## src/rtl/uart_rx_param.sv

```systemverilog
// Parametrised oversampling UART receiver: configurable data width, optional parity,
// one or two stop bits, valid/ready output with framing, parity and overrun flags.
module uart_rx_param #(
  parameter int unsigned DATA_BITS  = 8,
  parameter int unsigned OVERSAMPLE = 16,
  parameter int unsigned PARITY_EN  = 0,
  parameter int unsigned PARITY_ODD = 0,
  parameter int unsigned STOP_BITS  = 1
) (
  input  logic                 sys_clk,
  input  logic                 sys_rst_l,
  input  logic                 uart_dataH,
  output logic [DATA_BITS-1:0] rx_dataH,
  output logic                 rx_validH,
  input  logic                 rx_readyH,
  output logic                 frame_errH,
  output logic                 parity_errH,
  output logic                 overrunH
);

  localparam int unsigned CntW = $clog2(OVERSAMPLE);
  localparam int unsigned BitW = $clog2(DATA_BITS + 1);
  localparam logic [CntW-1:0] CntLast = CntW'(OVERSAMPLE - 1);
  localparam logic [CntW-1:0] CntHalf = CntW'(OVERSAMPLE / 2 - 1);
  localparam logic [BitW-1:0] BitLast = BitW'(DATA_BITS - 1);
  localparam logic ParOdd = (PARITY_ODD != 0);

  typedef enum logic [2:0] {StIdle, StStart, StData, StParity, StStop, StBreak} stateT;

  stateT                stateQ, stateD;
  logic                 rxMeta, rxd;
  logic [CntW-1:0]      cntQ, cntD;
  logic [BitW-1:0]      bitCntQ;
  logic [DATA_BITS-1:0] shiftQ;
  logic                 frameAccQ, parityAccQ, stop2Q, deliverQ;
  logic                 sampleTick, lastStop;

  assign sampleTick = (cntQ == CntLast);
  assign lastStop   = (STOP_BITS == 1) || stop2Q;

  always_comb begin
    stateD = stateQ;
    unique case (stateQ)
      StIdle:   if (!rxd) stateD = StStart;
      StStart:  if (cntQ == CntHalf) stateD = rxd ? StIdle : StData;
      StData:   if (sampleTick && (bitCntQ == BitLast)) begin
        stateD = (PARITY_EN != 0) ? StParity : StStop;
      end
      StParity: if (sampleTick) stateD = StStop;
      // A low final stop sample parks in StBreak so a held-low line cannot retrigger.
      StStop:   if (sampleTick && lastStop) stateD = rxd ? StIdle : StBreak;
      StBreak:  if (rxd) stateD = StIdle;
      default:  stateD = StIdle;
    endcase
  end

  always_comb begin
    cntD = cntQ + CntW'(1);
    if (stateD != stateQ || sampleTick) cntD = '0;
  end

  always_ff @(posedge sys_clk or negedge sys_rst_l) begin
    if (!sys_rst_l) begin
      rxMeta <= 1'b1;
      rxd    <= 1'b1;
      stateQ <= StIdle;
      cntQ   <= '0;
    end else begin
      rxMeta <= uart_dataH;
      rxd    <= rxMeta;
      stateQ <= stateD;
      cntQ   <= cntD;
    end
  end

  always_ff @(posedge sys_clk or negedge sys_rst_l) begin
    if (!sys_rst_l) begin
      bitCntQ    <= '0;
      shiftQ     <= '0;
      frameAccQ  <= 1'b0;
      parityAccQ <= 1'b0;
      stop2Q     <= 1'b0;
      deliverQ   <= 1'b0;
    end else begin
      if (stateD == StStart && stateQ != StStart) begin
        bitCntQ    <= '0;
        frameAccQ  <= 1'b0;
        parityAccQ <= 1'b0;
        stop2Q     <= 1'b0;
      end
      if (stateQ == StData && sampleTick) begin
        shiftQ  <= {rxd, shiftQ[DATA_BITS-1:1]};
        bitCntQ <= bitCntQ + BitW'(1);
      end
      if (stateQ == StParity && sampleTick) begin
        parityAccQ <= ((^shiftQ) ^ rxd) != ParOdd;
      end
      if (stateQ == StStop && sampleTick) begin
        if (!rxd) frameAccQ <= 1'b1;
        stop2Q <= 1'b1;
      end
      // Delivery happens one edge after the final stop sample so its flag is included.
      deliverQ <= (stateQ == StStop) && sampleTick && lastStop;
    end
  end

  always_ff @(posedge sys_clk or negedge sys_rst_l) begin
    if (!sys_rst_l) begin
      rx_dataH    <= '0;
      rx_validH   <= 1'b0;
      frame_errH  <= 1'b0;
      parity_errH <= 1'b0;
      overrunH    <= 1'b0;
    end else begin
      overrunH <= 1'b0;
      if (deliverQ && (!rx_validH || rx_readyH)) begin
        rx_dataH    <= shiftQ;
        frame_errH  <= frameAccQ;
        parity_errH <= parityAccQ;
        rx_validH   <= 1'b1;
      end else begin
        if (deliverQ) overrunH <= 1'b1;
        if (rx_readyH) rx_validH <= 1'b0;
      end
    end
  end

endmodule
```

## config.mk

```make
export PLATFORM = sky130hd
export DESIGN_NAME = uart_rx_param
export DESIGN_NICKNAME = d
export VERILOG_FILES = /design/src/rtl/uart_rx_param.sv
export SDC_FILE = /design/constraint.sdc
export NUM_CORES = 1
export LEC_CHECK = 0
export ABC_AREA = 1
export CAP_MARGIN = 20
export CORE_MARGIN = 10
export CORE_UTILIZATION = 50
export DETAILED_ROUTE_END_ITERATION = 16
export PLACE_DENSITY = 0.81
export SLEW_MARGIN = 25
export SYNTH_ARGS = -nofsm -noshare
export SYNTH_HDL_FRONTEND = slang
export SYNTH_SLANG_ARGS = --single-unit
```

## constraint.sdc

```tcl
create_clock -name sys_clk -period 1.4 [get_ports sys_clk]
set_input_delay 0.28 -clock sys_clk [delete_from_list [all_inputs] [get_ports sys_clk]]
set_output_delay 0.28 -clock sys_clk [all_outputs]
set_load 0.05 [all_outputs]
```

==> results.md <==
- Status: finished with violations
- Failing checks: negative setup slack
- Gr usage total: 11.24%
- CP Data Required Time: 1630 ps
- IO Count: 16
- Die Width: 77.74 um
- Register area share after synthesis: 54.20%
- Pwr dens: 1023 mW/mm^2
- #FFs+latches synth: 36
- Placed insts: 266
- Drt drc: 0
- Total wire length: 3434 um
- Wirelength per Cell: 12.44 um
- Number of flops mapped to enable cells by yosys: 0
- Die height: 77.74 um
- Yosys Warn Count: 0
- Total Power: 2.265 mW
- Peak supply drop: 794.2 uV
- Iteration-0 DRC count of the detailed router: 70
- Clock Sinks: 36
- Tightest Hold Check Type: in2async
- Setup WS pre-CTS: -69.16 ps
- Post-synth top area share: 51.05%
- CP endpoint kind: register
- Largest net degree at the start of global routing: 22
- Largest stage delay on the critical path: 420 ps
- Gpl congestion: 0.8973
- Clock skew: 5.274 ps
- Initial antenna violation count: 0
- DRT Pass-1 Iters: 4
- DP HPWL: 2486 um
- Top Layer Used: met4
- Leakage: 1.115 nW
- Setup Crit Path Kind: reg2reg
- Count of final setup violators: 13
- H-tree depth: 2
- Synth Area per Inst: 8.375 um^2
- Die area: 0.006043 mm^2
- Clk Tree Root Cell: clkbuf_4
- Library cells used by synthesis: 25
- Slew HR: 82.51%
- Wl on met1: 1441 um
- Kind of cell adding the most delay to the critical path: simple AND/OR/NAND/NOR gates
- Final Util: 70.76%
- Worst slew pin tran: 260.4 ps
- Worst-Skew Late Latency: 330 ps
- Vias in the first global route: 1281
- Worst-path fanout max: 7
- Commonest non-fill, non-tap cell in the layout: nand2_1
- Final setup margin: -59.70 ps
- IO buf count: 15
- Final Hold Fails: 0
- CP max stage cell: dfrtp_1
- Met2 WL: 1752 um
- Area growth syn-to-layout: 32.81%
- Fmax: 685.1 MHz
- Row cnt: 20
- Max cap viols: 0
- Syn_nets: 205
- Final #Nets: 237
- CTS tree: done
- Crit path arrival time: 1690 ps
- Post-layout minimum cycle time: 1460 ps
- Drt via density: 5.000
- Met3 wire len: 176 um
- Starting Density: 53.28%
- CP Launch Type: register
- Clock-pin slew on the worst setup and hold paths: 100 ps
- Final Cycle Share: 104.3%
- Antenna cells: 0
- FFs w/ async S/R, synth: 100.0%
- Area leader, netlist: dfrtp_1
- Top cell by count, worst path: nand2_2
- Synth top area cells: dfrtp_1 51%, nand2_1 15%, inv_1 5.0%
- Max-slew violations: 0
- Crit path cell chain: ha_4 > nand2_4 > nor2_8 > inv_2 > nand2_2 > nand3_2 > o21a_1 > nand2_2 > nor2_1
- Buffers & Inverters on Critical Path: 1
- GRT overflow: 0
- Finished Layout Cells: 276
- CTS Buf Count: 5
- Max clock buf depth: 2
- First-pass GRT wire length: 5568 um
- Top FF cell, synth: dfrtp_1
- Core area: 0.003128 mm^2
- Total of fill cells in the finished design: 229
- Synth Instances: 199
- Remaining antenna violation count after routing: 0
- Share of post-route cells with drive strength above 1: 24.14%
- Most frequent cells in the layout: 65 x nand2_1, 33 x dfrtp_1, 22 x inv_1, 13 x buf_12, 11 x o21ai_0
- Post-Syn Area: 0.001667 mm^2
- Routed via count: 1380
- Unrepaired setup endpoints after global routing: true
## layer usage
layer	track usage [%]	vias up
met2	17.74	32
met3	4.032	6
met1	12.77	647
met5	0	-
li1	-	695
met4	6.752	0
## power by group
| part | leakage [nW] | internal (mW) | switching [mW] | total, mW |
|---|---|---|---|---|
| clock | 0.0326 | 0.248 | 0.323 | 0.571 |
| sequential | 0.488 | 1.12 | 0.0979 | 1.21 |
| combinational | 0.595 | 0.209 | 0.271 | 0.480 |
## synth_stat cells, types with 4 or more instances
| cell | instances |
|---|---|
| dfrtp_1 | 34 |
| nor2_1 | 11 |
| nand2_2 | 4 |
| o21ai_1 | 8 |
| inv_2 | 4 |
| o21ai_0 | 13 |
| nand4_1 | 5 |
| inv_1 | 22 |
| nand3_1 | 9 |
| nand2_1 | 67 |
## path summary, 6_finish.rpt
path                                   start                endpoint  slack, ps  cells after the start
hold reg to reg             rxMeta$_DFF_PN1_           rxd$_DFF_PN1_        370                      0
min in group sys_clk              uart_dataH        rxMeta$_DFF_PN1_        340                      1
setup / recovery           cntQ[1]$_DFF_PN0_       cntQ[2]$_DFF_PN0_        -60                      9
setup reg to reg           cntQ[1]$_DFF_PN0_       cntQ[2]$_DFF_PN0_        -60                      9
hold / removal                     sys_rst_l  bitCntQ[1]$_DFFE_PN0P_        280                      2
max in group asynchronous          sys_rst_l   rx_validH$_DFFE_PN0P_        860                      2
## cells by family (layout without fill, tap and decap cells)
family	Yosys count	after routing	share of synthesized area (%)
AO/OA/AOI/OAI	26	26	8.184
AND/OR/NAND/NOR	102	102	26.80
flip-flops	36	36	54.20
adder cells (fa/ha/maj)	2	2	1.501
XOR/XNOR	3	3	1.577
multiplexers	2	2	1.351
buffers and inverters	28	61	6.381
## what timing repair did
action	in CTS	in global routing
hold buffers	0	0
endpoints found under the setup margin	4	10
buffers inserted	0	1
gates resized for setup	3	11
gates cloned	0	1
pin swaps	1	3
## metrics by stage
step	instance area (um^2)	hold WS, ps	setup TNS, ps
final	2213	284.0	-434.8
after detailed placement	2072	347.9	-286.8
after global placement	2072	348.2	0
after CTS	2148	284.4	0
after floorplan	1668	-15.59	0
after global routing	2213	299.1	-1797
## final cells by class
cell class | count | area, um^2 | area share [%]
clock buffer | 8 | 58.81 | 2.657
inverter | 26 | 97.59 | 4.409
multi-input combinational | 135 | 706.9 | 31.94
sequential | 36 | 904.6 | 40.87
tap | 44 | 55.05 | 2.487
timing repair buffer | 27 | 390.4 | 17.64
## registers in the layout, indices dropped and copies added, names as in the netlist
register	count
rxMeta	1
shiftQ	8
rx_dataH	8
bitCntQ	4
deliverQ	1
frame_errH	1
rx_validH	1
frameAccQ	1
cntQ	4
parityAccQ	1
parity_errH	1
overrunH	1
stateQ	3
rxd	1
(Power assumes the default switching activity.)
